[src/rtl/pipe_pkg.sv]
// rtl/pipe_pkg.sv - shared types and constants for the elastic pipeline register chain
// Purpose : control-field layout carried down the chain, sizing limits and the
//           saturating increment used by the optional performance counters
//           (PIPE_CHAIN_PERF_CNT_EN).
// Ports   : none (package)
package pipe_pkg;

   typedef struct packed {
      logic       wmem;
      logic       rmem;
      logic       wreg;
      logic       wpc;
      logic [1:0] jmpf;
      logic [2:0] alu_ins;
   } ctrl_t;

   localparam int CTRL_W_DEF = $bits(ctrl_t);
   localparam int MAX_STAGES = 8;
   localparam int PERF_CNT_W = 16;

   // Counters stick at all-ones instead of wrapping.
   function automatic logic [PERF_CNT_W-1:0] sat_inc(input logic [PERF_CNT_W-1:0] v);
      return (&v) ? v : v + {{(PERF_CNT_W-1){1'b0}}, 1'b1};
   endfunction

endpackage

[src/rtl/pipe_chain_if.sv]
// rtl/pipe_chain_if.sv - handshake bundle between producer/consumer and the pipe chain
// Purpose : groups the input word, output word, flush and status signals.
//           With PIPE_CHAIN_PERF_CNT_EN defined, stall_cnt/kill_cnt are added.
// Ports   : master = producer/consumer side (drives in_*, flush, out_ready)
//           slave  = chain side (drives in_ready, out_*, stage_valid[, counters])
interface pipe_chain_if
   import pipe_pkg::*;
#(
   parameter int DATA_W = 96,
   parameter int CTRL_W = CTRL_W_DEF,
   parameter int STAGES = 3
);
   logic              in_valid;
   logic              in_ready;
   logic [CTRL_W-1:0] in_ctrl;
   logic [DATA_W-1:0] in_data;
   logic [STAGES-1:0] flush;
   logic              out_valid;
   logic              out_ready;
   logic [CTRL_W-1:0] out_ctrl;
   logic [DATA_W-1:0] out_data;
   logic [STAGES-1:0] stage_valid;
`ifdef PIPE_CHAIN_PERF_CNT_EN
   logic [PERF_CNT_W-1:0] stall_cnt;
   logic [PERF_CNT_W-1:0] kill_cnt;
`endif

   modport master (
      output in_valid, in_ctrl, in_data, flush, out_ready,
`ifdef PIPE_CHAIN_PERF_CNT_EN
      input  stall_cnt, kill_cnt,
`endif
      input  in_ready, out_valid, out_ctrl, out_data, stage_valid
   );

   modport slave (
      input  in_valid, in_ctrl, in_data, flush, out_ready,
`ifdef PIPE_CHAIN_PERF_CNT_EN
      output stall_cnt, kill_cnt,
`endif
      output in_ready, out_valid, out_ctrl, out_data, stage_valid
   );

endinterface

[src/rtl/pipe_stage.sv]
// rtl/pipe_stage.sv - one elastic register stage (valid + ctrl + data)
// Purpose : loads the upstream item when i_load is high; an incoming bubble
//           clears ctrl but leaves data untouched to avoid needless toggling.
// Ports   : clk, rst          clock, synchronous active-high reset
//           i_load            downstream ready for this stage
//           i_valid           incoming item is live
//           i_ctrl, i_data    incoming item
//           i_flush           kill the item currently held here
//           o_valid           raw valid bit
//           o_live            valid and not being flushed this cycle
//           o_ctrl, o_data    held item
module pipe_stage #(
   parameter int DATA_W = 96,
   parameter int CTRL_W = 9
) (
   input  logic              clk,
   input  logic              rst,
   input  logic              i_load,
   input  logic              i_valid,
   input  logic [CTRL_W-1:0] i_ctrl,
   input  logic [DATA_W-1:0] i_data,
   input  logic              i_flush,
   output logic              o_valid,
   output logic              o_live,
   output logic [CTRL_W-1:0] o_ctrl,
   output logic [DATA_W-1:0] o_data
);
   logic              r_valid;
   logic [CTRL_W-1:0] r_ctrl;
   logic [DATA_W-1:0] r_data;

   // A stage that is not loaded is necessarily live (hence not flushed), so
   // a stalled stage never needs its own flush handling.
   always_ff @(posedge clk) begin
      if (rst) begin
         r_valid <= 1'b0;
         r_ctrl  <= '0;
         r_data  <= '0;
      end else if (i_load) begin
         r_valid <= i_valid;
         if (i_valid) begin
            r_ctrl <= i_ctrl;
            r_data <= i_data;
         end else begin
            r_ctrl <= '0;
         end
      end
   end

   assign o_valid = r_valid;
   assign o_live  = r_valid & ~i_flush;
   assign o_ctrl  = r_ctrl;
   assign o_data  = r_data;

endmodule

[src/rtl/pipe_chain.sv]
// rtl/pipe_chain.sv - parametrised elastic pipeline register chain with flush
// Purpose : carries ctrl/data through STAGES register stages with valid/ready
//           backpressure and per-stage kill. Optional PIPE_CHAIN_PERF_CNT_EN
//           adds saturating stall and kill counters.
// Ports   : clk, rst   clock, synchronous active-high reset
//           bus        pipe_chain_if.slave (in_*, out_*, flush, stage_valid)
module pipe_chain
   import pipe_pkg::*;
#(
   parameter int DATA_W = 96,
   parameter int CTRL_W = CTRL_W_DEF,
   parameter int STAGES = 3
) (
   input  logic        clk,
   input  logic        rst,
   pipe_chain_if.slave bus
);
   logic [STAGES-1:0] w_valid;
   logic [STAGES-1:0] w_live;
   logic [STAGES-1:0] w_rdy;
   logic [CTRL_W-1:0] w_ctrl [STAGES];
   logic [DATA_W-1:0] w_data [STAGES];

   // A stage may load when it holds nothing live or anything downstream can
   // move; the accumulator folds that OR from the output back to the input.
   always_comb begin : ready_ripple
      logic v_acc;
      v_acc = bus.out_ready;
      w_rdy = '0;
      for (int k = STAGES - 1; k >= 0; k--) begin
         v_acc    = v_acc | ~w_live[k];
         w_rdy[k] = v_acc;
      end
   end

   for (genvar k = 0; k < STAGES; k++) begin : g_stage
      logic              w_in_valid;
      logic [CTRL_W-1:0] w_in_ctrl;
      logic [DATA_W-1:0] w_in_data;

      if (k == 0) begin : g_head
         assign w_in_valid = bus.in_valid;
         assign w_in_ctrl  = bus.in_ctrl;
         assign w_in_data  = bus.in_data;
      end else begin : g_body
         // A flushed upstream item arrives as a bubble.
         assign w_in_valid = w_live[k-1];
         assign w_in_ctrl  = w_ctrl[k-1];
         assign w_in_data  = w_data[k-1];
      end

      pipe_stage #(
         .DATA_W (DATA_W),
         .CTRL_W (CTRL_W)
      ) u_stage (
         .clk     (clk),
         .rst     (rst),
         .i_load  (w_rdy[k]),
         .i_valid (w_in_valid),
         .i_ctrl  (w_in_ctrl),
         .i_data  (w_in_data),
         .i_flush (bus.flush[k]),
         .o_valid (w_valid[k]),
         .o_live  (w_live[k]),
         .o_ctrl  (w_ctrl[k]),
         .o_data  (w_data[k])
      );
   end

   assign bus.in_ready    = w_rdy[0];
   assign bus.out_valid   = w_live[STAGES-1];
   assign bus.out_ctrl    = w_live[STAGES-1] ? w_ctrl[STAGES-1] : '0;
   assign bus.out_data    = w_data[STAGES-1];
   assign bus.stage_valid = w_valid;

`ifdef PIPE_CHAIN_PERF_CNT_EN
   logic [PERF_CNT_W-1:0] r_stall_cnt;
   logic [PERF_CNT_W-1:0] r_kill_cnt;

   // One kill event per cycle no matter how many stages are flushed.
   always_ff @(posedge clk) begin
      if (rst) begin
         r_stall_cnt <= '0;
         r_kill_cnt  <= '0;
      end else begin
         if (bus.in_valid && !w_rdy[0]) begin
            r_stall_cnt <= sat_inc(r_stall_cnt);
         end
         if (|(w_valid & bus.flush)) begin
            r_kill_cnt <= sat_inc(r_kill_cnt);
         end
      end
   end

   assign bus.stall_cnt = r_stall_cnt;
   assign bus.kill_cnt  = r_kill_cnt;
`endif

endmodule
[src/flat_wrapper.sv]
// flat-port wrapper written by rule: the top's interface ports become plain ports
module pipe_chain_flat import pipe_pkg::*;
#(
   parameter int DATA_W = 96,
   parameter int CTRL_W = CTRL_W_DEF,
   parameter int STAGES = 3
)
  (clk, rst, bus_in_valid, bus_in_ctrl, bus_in_data, bus_flush, bus_out_ready, bus_in_ready, bus_out_valid, bus_out_ctrl, bus_out_data, bus_stage_valid);
  pipe_chain_if #(.DATA_W(DATA_W), .CTRL_W(CTRL_W), .STAGES(STAGES)) bus_i ();
  input  logic clk;
  input  logic rst;
  input wire logic [$bits(bus_i.in_valid)-1:0] bus_in_valid;
  input wire logic [$bits(bus_i.in_ctrl)-1:0] bus_in_ctrl;
  input wire logic [$bits(bus_i.in_data)-1:0] bus_in_data;
  input wire logic [$bits(bus_i.flush)-1:0] bus_flush;
  input wire logic [$bits(bus_i.out_ready)-1:0] bus_out_ready;
  output wire logic [$bits(bus_i.in_ready)-1:0] bus_in_ready;
  output wire logic [$bits(bus_i.out_valid)-1:0] bus_out_valid;
  output wire logic [$bits(bus_i.out_ctrl)-1:0] bus_out_ctrl;
  output wire logic [$bits(bus_i.out_data)-1:0] bus_out_data;
  output wire logic [$bits(bus_i.stage_valid)-1:0] bus_stage_valid;
  assign bus_i.in_valid = bus_in_valid;
  assign bus_i.in_ctrl = bus_in_ctrl;
  assign bus_i.in_data = bus_in_data;
  assign bus_i.flush = bus_flush;
  assign bus_i.out_ready = bus_out_ready;
  assign bus_in_ready = bus_i.in_ready;
  assign bus_out_valid = bus_i.out_valid;
  assign bus_out_ctrl = bus_i.out_ctrl;
  assign bus_out_data = bus_i.out_data;
  assign bus_stage_valid = bus_i.stage_valid;
  pipe_chain #(.DATA_W(DATA_W), .CTRL_W(CTRL_W), .STAGES(STAGES)) u_core (.clk(clk), .rst(rst), .bus(bus_i));
endmodule
[config.mk]
export PLATFORM = sky130hd
export DESIGN_NAME = pipe_chain_flat
export DESIGN_NICKNAME = d
export VERILOG_FILES = /design/src/rtl/pipe_pkg.sv /design/src/rtl/pipe_chain_if.sv /design/src/rtl/pipe_stage.sv /design/src/rtl/pipe_chain.sv /design/src/flat_wrapper.sv
export SDC_FILE = /design/constraint.sdc
export NUM_CORES = 1
export LEC_CHECK = 0
export CORE_UTILIZATION = 55
export DETAILED_ROUTE_END_ITERATION = 10
export PLACE_DENSITY = 0.83
export SLEW_MARGIN = 5
export SYNTH_ARGS = -nofsm -noshare
export SYNTH_HDL_FRONTEND = slang
export SYNTH_SLANG_ARGS = --single-unit
[constraint.sdc]
create_clock -name clk -period 3.3 [get_ports clk]
set_clock_uncertainty 0.15 [all_clocks]
set_input_delay 0.825 -clock clk [delete_from_list [all_inputs] [get_ports clk]]
set_output_delay 0.825 -clock clk [all_outputs]
set_load 0.02 [all_outputs]
# == After elaboration in Yosys (flattened, before gate mapping) ==
# Cells that the tools add are included.
# word_totals
output_inout_bits,110
register_bits,318
input_bits,112
# op_classes
mux,4
bitwise,12
reduce_logical,3
# ops
operator,count
$mux W9,4
$not A1 Y1,6
$reduce_and A2 Y1,3
$and A1 B1 Y1,3
$or A1 B1 Y1,3

# == Longest topological paths before layout ==
# Gate-level depths: netlist (run 1).
# depth
depth_word,7
depth_mapped,7
mapped_depth_nobuf,3

# == Cells and area by module ==
# From an unflattened synthesis (run 1), not the netlist that was laid out.
# hier_totals
hier_cells,1456
area_unflattened_um2,13714.4
# by_module_without_submodules
module,seq_area_each_um2,cells_per_inst,instances,area_per_inst_um2
pipe_stage,2122.0,481,3,4539.4
pipe_chain,0.0,13,1,96.3

# == Worst setup path after synthesis (run 1) ==
# Ideal clock, no wire load.
# synth_timing
path_kind,in2out
startpoint,input port bus_out_ready
endpoint,output port bus_in_ready
arrival_ns,1.633
path_stages,4
path_slack_ns,0.692
path_cell_list,nor3b_2 -> buf_4 -> clkbuf_1 -> nand2_1
# synth_via
elab_chain_len,3
# synth_lines
element,line_no,text
from (decl),flat_wrapper.sv:16,input wire logic [$bits(bus_i.out_ready)-1:0] bus_out_ready;
$or A1 B1 Y1 (3 in a row),pipe_chain.sv:31,v_acc = v_acc | ~w_live[k];
to (decl),flat_wrapper.sv:17,output wire logic [$bits(bus_i.in_ready)-1:0] bus_in_ready;
# Every way passes these cells.

# == Final worst setup path (run 1) ==
# layout_timing
startpoint,input port bus_flush[2]
endpoint,output port bus_out_valid
# layout_via
elab_chain_len,2
# layout_lines
element,line_no,text
from (decl),flat_wrapper.sv:15,input wire logic [$bits(bus_i.flush)-1:0] bus_flush;
$not A1 Y1,pipe_stage.sv:51,assign o_live = r_valid & ~i_flush;
$and A1 B1 Y1,pipe_stage.sv:51,
to (decl),flat_wrapper.sv:18,output wire logic [$bits(bus_i.out_valid)-1:0] bus_out_valid;
# Every way passes these cells.

==> results of run 1 <==
-- worst max-delay path, stage by stage --
cell,delay [ns]
clkdlybuf4s50_1,0.42
nor2b_1,0.12
buf_4,0.18
clkdlybuf4s50_1,0.61
-- cells in the final DEF (no fill, tap or decap), types with 2 or more instances in the layout --
cell and instances:
clkinv_2 3, diode_2 2, dfxtp_1 318, dlymetal6s2s_1 9, a21oi_1 126, nor2_1 2, nand3_1 123, buf_12 10
o311ai_0 3, o311ai_1 6, o21ai_1 5, mux2i_1 192, buf_4 20, clkbuf_16 37, o211ai_1 9, nand2_1 10
nand2b_1 289, nor2b_1 2, clkbuf_8 6, and2_1 9, o21ai_0 91, clkdlybuf4s50_1 210, clkbuf_1 10
-- report_power, final --
part	switching, mW	internal, mW
Sequential	0.0339	3.94
Combinational	0.242	0.300
Clock	1.47	2.17
-- stage by stage --
stage | instances | total power [mW] | instance area, sq um | setup WS (ns)
after floorplan | 1322 | 4.38 | 12800 | 0.692
after global placement | 1727 | 4.58 | 15100 | 0.0533
after detailed placement | 1727 | 4.59 | 15100 | 0.0111
after CTS | 1784 | 8.21 | 16200 | 0.00551
after global routing | 1784 | 8.43 | 16200 | 0.104
final | 1786 | 8.15 | 16200 | 0.158
-- final cells by class --
cell class                 instances  area, sq um  area share, %
timing repair buffer             250         2580           15.9
tap                              285          357           2.20
antenna                            2         5.00         0.0309
sequential                       318         6370           39.3
clock buffer                      53         1050           6.46
clock inverter                     4         22.5          0.139
multi-input combinational        874         5820           35.9
-- flip-flops by register name (all words and copies together) (netlist names) --
| name | cells |
|---|---|
| u_core.g_stage.u_stage.o_valid | 3 |
| u_core.g_stage.u_stage.o_data | 288 |
| u_core.g_stage.u_stage.o_ctrl | 27 |
-- logic make-up after synthesis --
group / count (synthesis) / synth area share [%]
muxes: 192 / 15.0
and+or+nand+nor: 440 / 20.2
DFF: 318 / 49.8
buffers and inverters: 130 / 4.96
AOI/OAI and AO/OA: 242 / 9.94
-- worst max-delay path by stage --
stage | cells past startpoint | end | slack, ns
6_report | 4 | bus_out_valid | 0.16
5_1_grt | 4 | bus_out_valid | 0.10
4_1_cts | 5 | bus_out_ctrl[0] | 0.006
3_5_place_dp | 5 | bus_out_ctrl[0] | 0.01
3_3_place_gp | 5 | bus_out_ctrl[6] | 0.05
2_1_floorplan | 4 | bus_in_ready | 0.69
-- per-layer routing --
metal / GRT usage, % / share of wire, % / vias up
met4: 6.88 / 1.7 / 4
met3: 4.93 / 6.4 / 45
li1: - / - / 4808
met2: 40.7 / 47 / 298
met1: 32.1 / 45 / 4602
met5: 0 / 0.084 / -
==> impl_metrics.yaml, run 1 <==
run_status:
  status: "finished clean"
cts:
  root_buffer: "clkbuf_16"
  cts.repair.resized: 0
  cts_sinks: 318
  cts_tree: "built"
  cts_hold_buf: 0
  numCtsBuffers: 34
  worstSkewPairLatency_ns: 0.49
  clkSlewWorstSetupHoldPaths_ns: 0.06
  cts_buffer_depth: 3
  h-tree-depth: 2
  cts_setup_buffers: 0
floorplanning:
  num_rows: 55
  num_io_pins: 222
  die_h_um: 154
  die-width_um: 154
  core_sq_mm: 0.0227
  initial_core_util_pct: 56.3
  die-area_sq_mm: 0.0238
timing:
  finalCriticalPeriod_ns: 3.14
  rsz0062_at_grt: "no"
  fin_crit_sh_pct: 95.2
  whs_ns: 0.311
  worst_pin_slew_ns: 0.659
  hold_violations: 0
  drv_slew: 0
  fin_tns_setup_ns: 0
  fmax_mhz: 318
  setup_viol_count_final: 0
  maxSlewHeadroom_pct: 55.9
synth:
  ys_ff_latch: 318
  avgSynthCellArea_sq_um: 9.66
  postSynth.asyncResetShare_pct: 0
  synth_top_area_share_pct: 49.8
  syn_nets: 1434
  synthTopCellsByArea: "dfxtp_1 (50%), mux2i_1 (15%), nand2b_1 (14%)"
  synthCells: 1322
  yosysMostFrequentCell: "dfxtp_1"
  synth_edf_count: 0
  synth.largest_area_cell: "dfxtp_1"
  yosys_warnings: 0
  seq_area_frac_synth_pct: 49.8
  syn_area_sq_mm: 0.0128
  synth_commonest_cells: "dfxtp_1 (318), nand2b_1 (290), mux2i_1 (192)"
  synth.distinct_cells: 23
  synth_ff_type: "dfxtp_1"
detailed_routing:
  vias: 9757
  ant_nets: 0
  wl_per_cell_um: 16.8
  routed_wl_mm: 29.9
  viasPerCell: 5.46
  drtPass1Iterations: 5
  drtIter0Drc: 578
  drc: 0
pwr:
  cellPowerDensity_mw_per_mm2: 503
  p_leak_nw: 5.92
  peakVddDrop_uv: 421
worst_setup_path:
  required_ns: 2.32
  timing.rr.end: "u_core.g_stage[2].u_stage.o_data[79]"
  setup.worst_path.start_class: "input pin"
  crit_path_end_kind: "output pin"
  startpoint: "bus_flush[2]"
  criticalPathCategory: "in -> out"
  arrival_ns: 2.17
  r2r_start: "u_core.g_stage[2].u_stage.o_valid"
  rr_worst_depth: 4
  rrSetupSlack_ns: 1.39
  crit_fanout: 10
final_layout:
  fill_cells: 1683
  layout-drive-gt1-share_pct: 5.67
  nets: 1590
  synthToLayoutAreaGrowth_pct: 26.8
  finish.utilization_pct: 71.3
place:
  dp_hpwl_mm: 17.7
  place.gp.congestion: 0.760
  portBuffers: 221
global_routing:
  overflow: 0
  grt_pass1_vias: 9379
  grt_pass1_wl_mm: 47.6
  grt_max_degree: 118
  grt_antenna_before_repair: 4
  grtUsageTotal_pct: 24.4
min_path:
  worstHoldEndpoint: "u_core.g_stage[2].u_stage.o_data[29]"
  holdCritStartpoint: "u_core.g_stage[1].u_stage.o_data[29]"
  min_delay_path_depth: 2
  min_path_type: "reg -> reg"
run:
  max_cap_viol_count: 0
No activity file was read; power rests on OpenSTA's default activity.
==> run 2: changes to the inputs <==
Settings changed: GPL_TIMING_DRIVEN set to 0.
==> run 2 against run 1 <==
  * Non-clock buffer count grew 98
  * Hold slack got worse by 0.0056 ns
  * Design area grew 1.5%
  * Critical endpoint is now bus_out_ctrl[6]
  * Critical path depth is 1 higher
  * Clock-buffer cell count decreased by 4
  * Die area is the same
  * Wire length up 10%
  * Maximum frequency decreased by 2.7%
  * Combinational power increased by 5.0%
  * Sequential share of layout area decreased by 0.60 points
==> impl_metrics.yaml, run 2 (synthesis gave the netlist of run 1 again) <==
timing:
  drv_slew: 0
  fin_tns_setup_ns: 0
  fmax_mhz: 310
  fin_crit_sh_pct: 97.8
  hold_violations: 0
  setup_viol_count_final: 0
  finalCriticalPeriod_ns: 3.23
  worst_pin_slew_ns: 1.16
  rsz0062_at_grt: "no"
  maxSlewHeadroom_pct: 22.8
detailed_routing:
  ant_nets: 0
  routed_wl_mm: 33.1
  wl_per_cell_um: 17.5
  viasPerCell: 5.50
  drtPass1Iterations: 5
  drc: 0
  vias: 10400
  drtIter0Drc: 567
floorplanning:
  core_sq_mm: 0.0227
  die_h_um: 154
  num_io_pins: 222
  num_rows: 55
  die-area_sq_mm: 0.0238
  die-width_um: 154
  initial_core_util_pct: 56.3
cts:
  cts_setup_buffers: 0
  cts_buffer_depth: 3
  h-tree-depth: 2
  numCtsBuffers: 34
  root_buffer: "clkbuf_16"
  cts.repair.resized: 12
  cts_tree: "built"
  cts_sinks: 318
  worstSkewPairLatency_ns: 0.50
  clkSlewWorstSetupHoldPaths_ns: 0.06
  cts_hold_buf: 0
final_layout:
  final_cell_mix: "dfxtp_1 (318), nand2b_1 (290), clkdlybuf4s50_1 (209)"
  fill_cells: 1723
  largest_register_ff_count: 288
  final_common_cell: "dfxtp_1"
  final_cells: 1886
  layout-drive-gt1-share_pct: 6.33
  synthToLayoutAreaGrowth_pct: 28.7
  nets: 1688
pwr:
  p_leak_nw: 5.92
  combPwrFrac_pct: 6.8
  clkPwrFrac_pct: 45.5
  cellPowerDensity_mw_per_mm2: 507
  p_sw_mw: 1.78
  intPower_mw: 6.56
  p_seq_share_pct: 47.7
  peakVddDrop_uv: 397
  swShare_pct: 21.3
place:
  portBuffers: 220
  place.gp.congestion: 0.822
  dp.cells: 1827
  dp_hpwl_mm: 22.9
run:
  max_cap_viol_count: 0
min_path:
  min_path_type: "reg -> reg"
worst_setup_path:
  criticalPathCategory: "in -> out"
  crit_path_end_kind: "output pin"
  setup.worst_path.start_class: "input pin"
  arrival_ns: 2.25
  crit_fanout: 10
  required_ns: 2.32
global_routing:
  grt_antenna_before_repair: 7
  grtUsageTotal_pct: 27.4
  overflow: 0
  grt_pass1_vias: 10300
  grt_max_degree: 20
  grt_pass1_wl_mm: 52.4
run_status:
  status: "finished clean"
run 2: final cells by class:
cell class              count  area (sq um)  area share, %
multi-input cells         874          5780           35.1
flip-flops and latches    318          6370           38.7
clock buffers              49          1030           6.27
clock inverters             7          90.1          0.548
well taps                 285           357           2.17
plain buffers             128           627           3.81
repair buffers            220          2190           13.3
diodes                      5          12.5         0.0761
run 2: power groups by stage:
stage          clock network, mW  registers [mW]  logic (mW)
3_3_place_gp                   0            4.05       0.555
2_1_floorplan                  0            4.05       0.328
4_1_cts                     3.83            3.97       0.571
3_5_place_dp                   0            4.06       0.566
6_report                    3.80            3.97       0.569
5_1_grt                     4.00            3.98       0.613
run 2: metrics by stage:
step                utilization [%]  setup slack, ns  hold slack (ns)  instance area, sq um  total power, mW
floorplan                         -            0.692            0.277                 12800             4.38
global placement               67.5           -0.480            0.284                 15300             4.61
detailed placement             67.5           -0.526            0.291                 15300             4.62
CTS                            72.4           0.0873            0.309                 16400             8.38
global route                   72.4           0.0111            0.327                 16400             8.60
finish                         72.4           0.0718            0.305                 16400             8.34
run 2: final timing paths:
check / startpoint / end / slack [ns] / cells after the start
max reg2reg: u_core.g_stage[1].u_stage.o_valid / u_core.g_stage[2].u_stage.o_data[39] / 1.30 / 6
min: u_core.g_stage[1].u_stage.o_data[4] / u_core.g_stage[2].u_stage.o_data[4] / 0.31 / 2
max: bus_flush[2] / bus_out_ctrl[6] / 0.07 / 5
min reg2reg: u_core.g_stage[1].u_stage.o_data[4] / u_core.g_stage[2].u_stage.o_data[4] / 0.31 / 2
run 2: critical path: stages:
cell	delay, ns
clkdlybuf4s50_1	0.49
nor2b_1	0.14
clkbuf_2	0.24
and2_1	0.21
dlygate4sd2_1	0.35
run 2: metal layers:
layer,vias to the layer above,track usage [%],wire length [um]
li1,5017,-,-
met1,4934,35.5,14500
met2,338,44.7,15300
met3,79,5.74,2250
met4,6,10.7,1040
met5,-,0,39
==> patch, RTL diff (settings of run 2) <==
`DATA_W` is set to 96 in 4 places; all go to 192.
--- a/src/rtl/pipe_chain_if.sv
+++ b/src/rtl/pipe_chain_if.sv
@@ -6,7 +6,7 @@
 interface pipe_chain_if
    import pipe_pkg::*;
 #(
-   parameter int DATA_W = 96,
+   parameter int DATA_W = 192,
    parameter int CTRL_W = CTRL_W_DEF,
    parameter int STAGES = 3
 );
--- a/src/rtl/pipe_stage.sv
+++ b/src/rtl/pipe_stage.sv
@@ -10,7 +10,7 @@
 //           o_live            valid and not being flushed this cycle
 //           o_ctrl, o_data    held item
 module pipe_stage #(
-   parameter int DATA_W = 96,
+   parameter int DATA_W = 192,
    parameter int CTRL_W = 9
 ) (
    input  logic              clk,
--- a/src/rtl/pipe_chain.sv
+++ b/src/rtl/pipe_chain.sv
@@ -7,7 +7,7 @@
 module pipe_chain
    import pipe_pkg::*;
 #(
-   parameter int DATA_W = 96,
+   parameter int DATA_W = 192,
    parameter int CTRL_W = CTRL_W_DEF,
    parameter int STAGES = 3
 ) (
--- a/src/flat_wrapper.sv
+++ b/src/flat_wrapper.sv
@@ -1,7 +1,7 @@
 // flat-port wrapper written by rule: the top's interface ports become plain ports
 module pipe_chain_flat import pipe_pkg::*;
 #(
-   parameter int DATA_W = 96,
+   parameter int DATA_W = 192,
    parameter int CTRL_W = CTRL_W_DEF,
    parameter int STAGES = 3
 )
Interface: changed (resized bus_in_data and bus_out_data); port bits go from 222 to 414. The function was not compared with the original's and may differ.
==> patch against run 2 <==
- non-clock buffer count rose by 298
- total power increased by 86%
- final area increased by 90%
- sequential share of layout area up 0.21 points
- synthesized area grew 90%
- via count up 90%
- wire length up 110%
- sequential cell count grew 288
- core utilization fell by 0.54 points
- critical path depth unchanged
- worst setup slack got worse by 0.022 ns
- critical path type unchanged
- highest routed layer unchanged
==> patch: results <==
export IMPL_status="finished clean"
export IMPL_grt_use_total=0.300
export IMPL_layout_cells_non_filler=3594
export IMPL_cp_max_fo=19
export IMPL_insertion_delay_ns=0.62
export IMPL_muxShareOfSynthArea=0.158
export IMPL_hold_path_class="flip-flop to flip-flop"
export IMPL_fill_cells=3179
export IMPL_hpwl_mm=49.5
export IMPL_drive_gt1_frac=0.0573
export IMPL_worstMarginPinSlew_ns=1.15
export IMPL_grt_pass1_vias=20039
export IMPL_finalNetCount=3162
export IMPL_hold_depth=2
export IMPL_ys_types=23
export IMPL_synth_nets=2691
export IMPL_synth_fa_ha_area_frac=0
export IMPL_ys_seq_area_frac=0.499
export IMPL_vdd_ir_drop_max_uv=363
export IMPL_via_per_inst=5.48
export IMPL_yosys_warnings=0
export IMPL_hold_end="u_core.g_stage[2].u_stage.o_ctrl[3]"
export IMPL_syn_area_per_cell_um2=9.79
export IMPL_drtPass1Iterations=5
export IMPL_r2r_end="u_core.g_stage[2].u_stage.o_data[132]"
export IMPL_cts_buffer_depth=3
export IMPL_dpl_cell_area_um2=29200
export IMPL_synth_compound_area_share=0.0921
export IMPL_cap_violations=0
export IMPL_dp_cells=3480
export IMPL_r2r_start="u_core.g_stage[2].u_stage.o_valid"
export IMPL_numCtsBuffers=58
export IMPL_largest_register_ffs=576
export IMPL_grt_antenna_before_repair=7
export IMPL_p_leak_nw=11.2
export IMPL_gp_congestion=0.898
export IMPL_cp_arrival_ns=2.28
export IMPL_path_clk_slew_ns=0.06
export IMPL_ff2ff_setup_slack_ns=0.81
export IMPL_hold_start="u_core.g_stage[2].u_stage.o_ctrl[3]"
export IMPL_synthTopCellsByCount="606 x dfxtp_1, 578 x nand2b_1, 384 x mux2i_1, 222 x a21oi_1, 219 x nand3_1"
export IMPL_grt_pass1_wl_mm=106
export IMPL_synthArstFlopShare=0
export IMPL_post_place_ws_ns=-0.936
export IMPL_cts_root_buf="clkbuf_16"
export IMPL_dr_first_iter_drc_count=1347
export IMPL_grt_max_degree=20
export IMPL_synth_xor_area_frac=0
export IMPL_port_buffers=412
export IMPL_wl_per_cell_um=19.1
export IMPL_reg2reg_depth=6
export IMPL_yosys_top_cells_area="dfxtp_1 50%, mux2i_1 16%, nand2b_1 15%, a21oi_1 4.6%, nand3_1 4.5%"
==> patch: critical path: stages <==
cell             delay (ns)
clkdlybuf4s50_1        0.49
nor3b_4                0.31
buf_8                  0.22
nand2_1                0.06
dlygate4sd2_1          0.35
==> patch: cells by family (layout without fill, tap and decap cells) <==
logic type | after synthesis | after routing
buf+inv | 235 | 755
compound gates | 434 | 434
simple gates | 824 | 824
mux | 384 | 384
other cells | 0 | 6
flops | 606 | 606
==> patch: metrics by stage <==
step           utilization  hold WS (ns)
2_1_floorplan            -         0.277
6_report             0.719         0.303
5_1_grt              0.719         0.324
4_1_cts              0.718         0.304
3_3_place_gp         0.673         0.290
3_5_place_dp         0.673         0.296
==> patch: report_power, final <==
part | internal, mW | switching [mW] | total, mW
registers | 7.51 | 0.0692 | 7.58
clock network | 3.95 | 2.88 | 6.83
logic | 0.586 | 0.531 | 1.12
==> patch: cell type report <==
cell class                 count  share of cell area
timing repair buffer         413               0.132
multi-input combinational   1642               0.351
clock buffer                  91              0.0586
tap                          585              0.0235
buffer                       233              0.0393
sequential                   606               0.389
antenna                        6            0.000482
clock inverter                18             0.00538
==> patch: worst max-delay path by stage <==
stage                   from      endpoint  slack (ns)
3_3_place_gp    bus_flush[2]  bus_in_ready       -0.91
2_1_floorplan  bus_out_ready  bus_in_ready        0.56
4_1_cts         bus_flush[2]  bus_in_ready        0.02
5_1_grt        bus_out_ready  bus_in_ready       0.009
3_5_place_dp    bus_flush[2]  bus_in_ready       -0.94
6_report       bus_out_ready  bus_in_ready        0.05
==> patch: repair_timing <==
item,4_1_cts,5_1_grt
buffers inserted,1,0
gates cloned,0,0
pin swaps,1,1
endpoints found under the setup margin,11,5
gates resized for setup,13,5
==> patch: layer usage <==
metal  vias up  wire (um)  global-route usage
met3       193       3340              0.0430
met5         -         13                   0
li1       9395          -                   -
met2       632      33000               0.508
met1      9479      28800               0.367
met4         2       3290               0.161
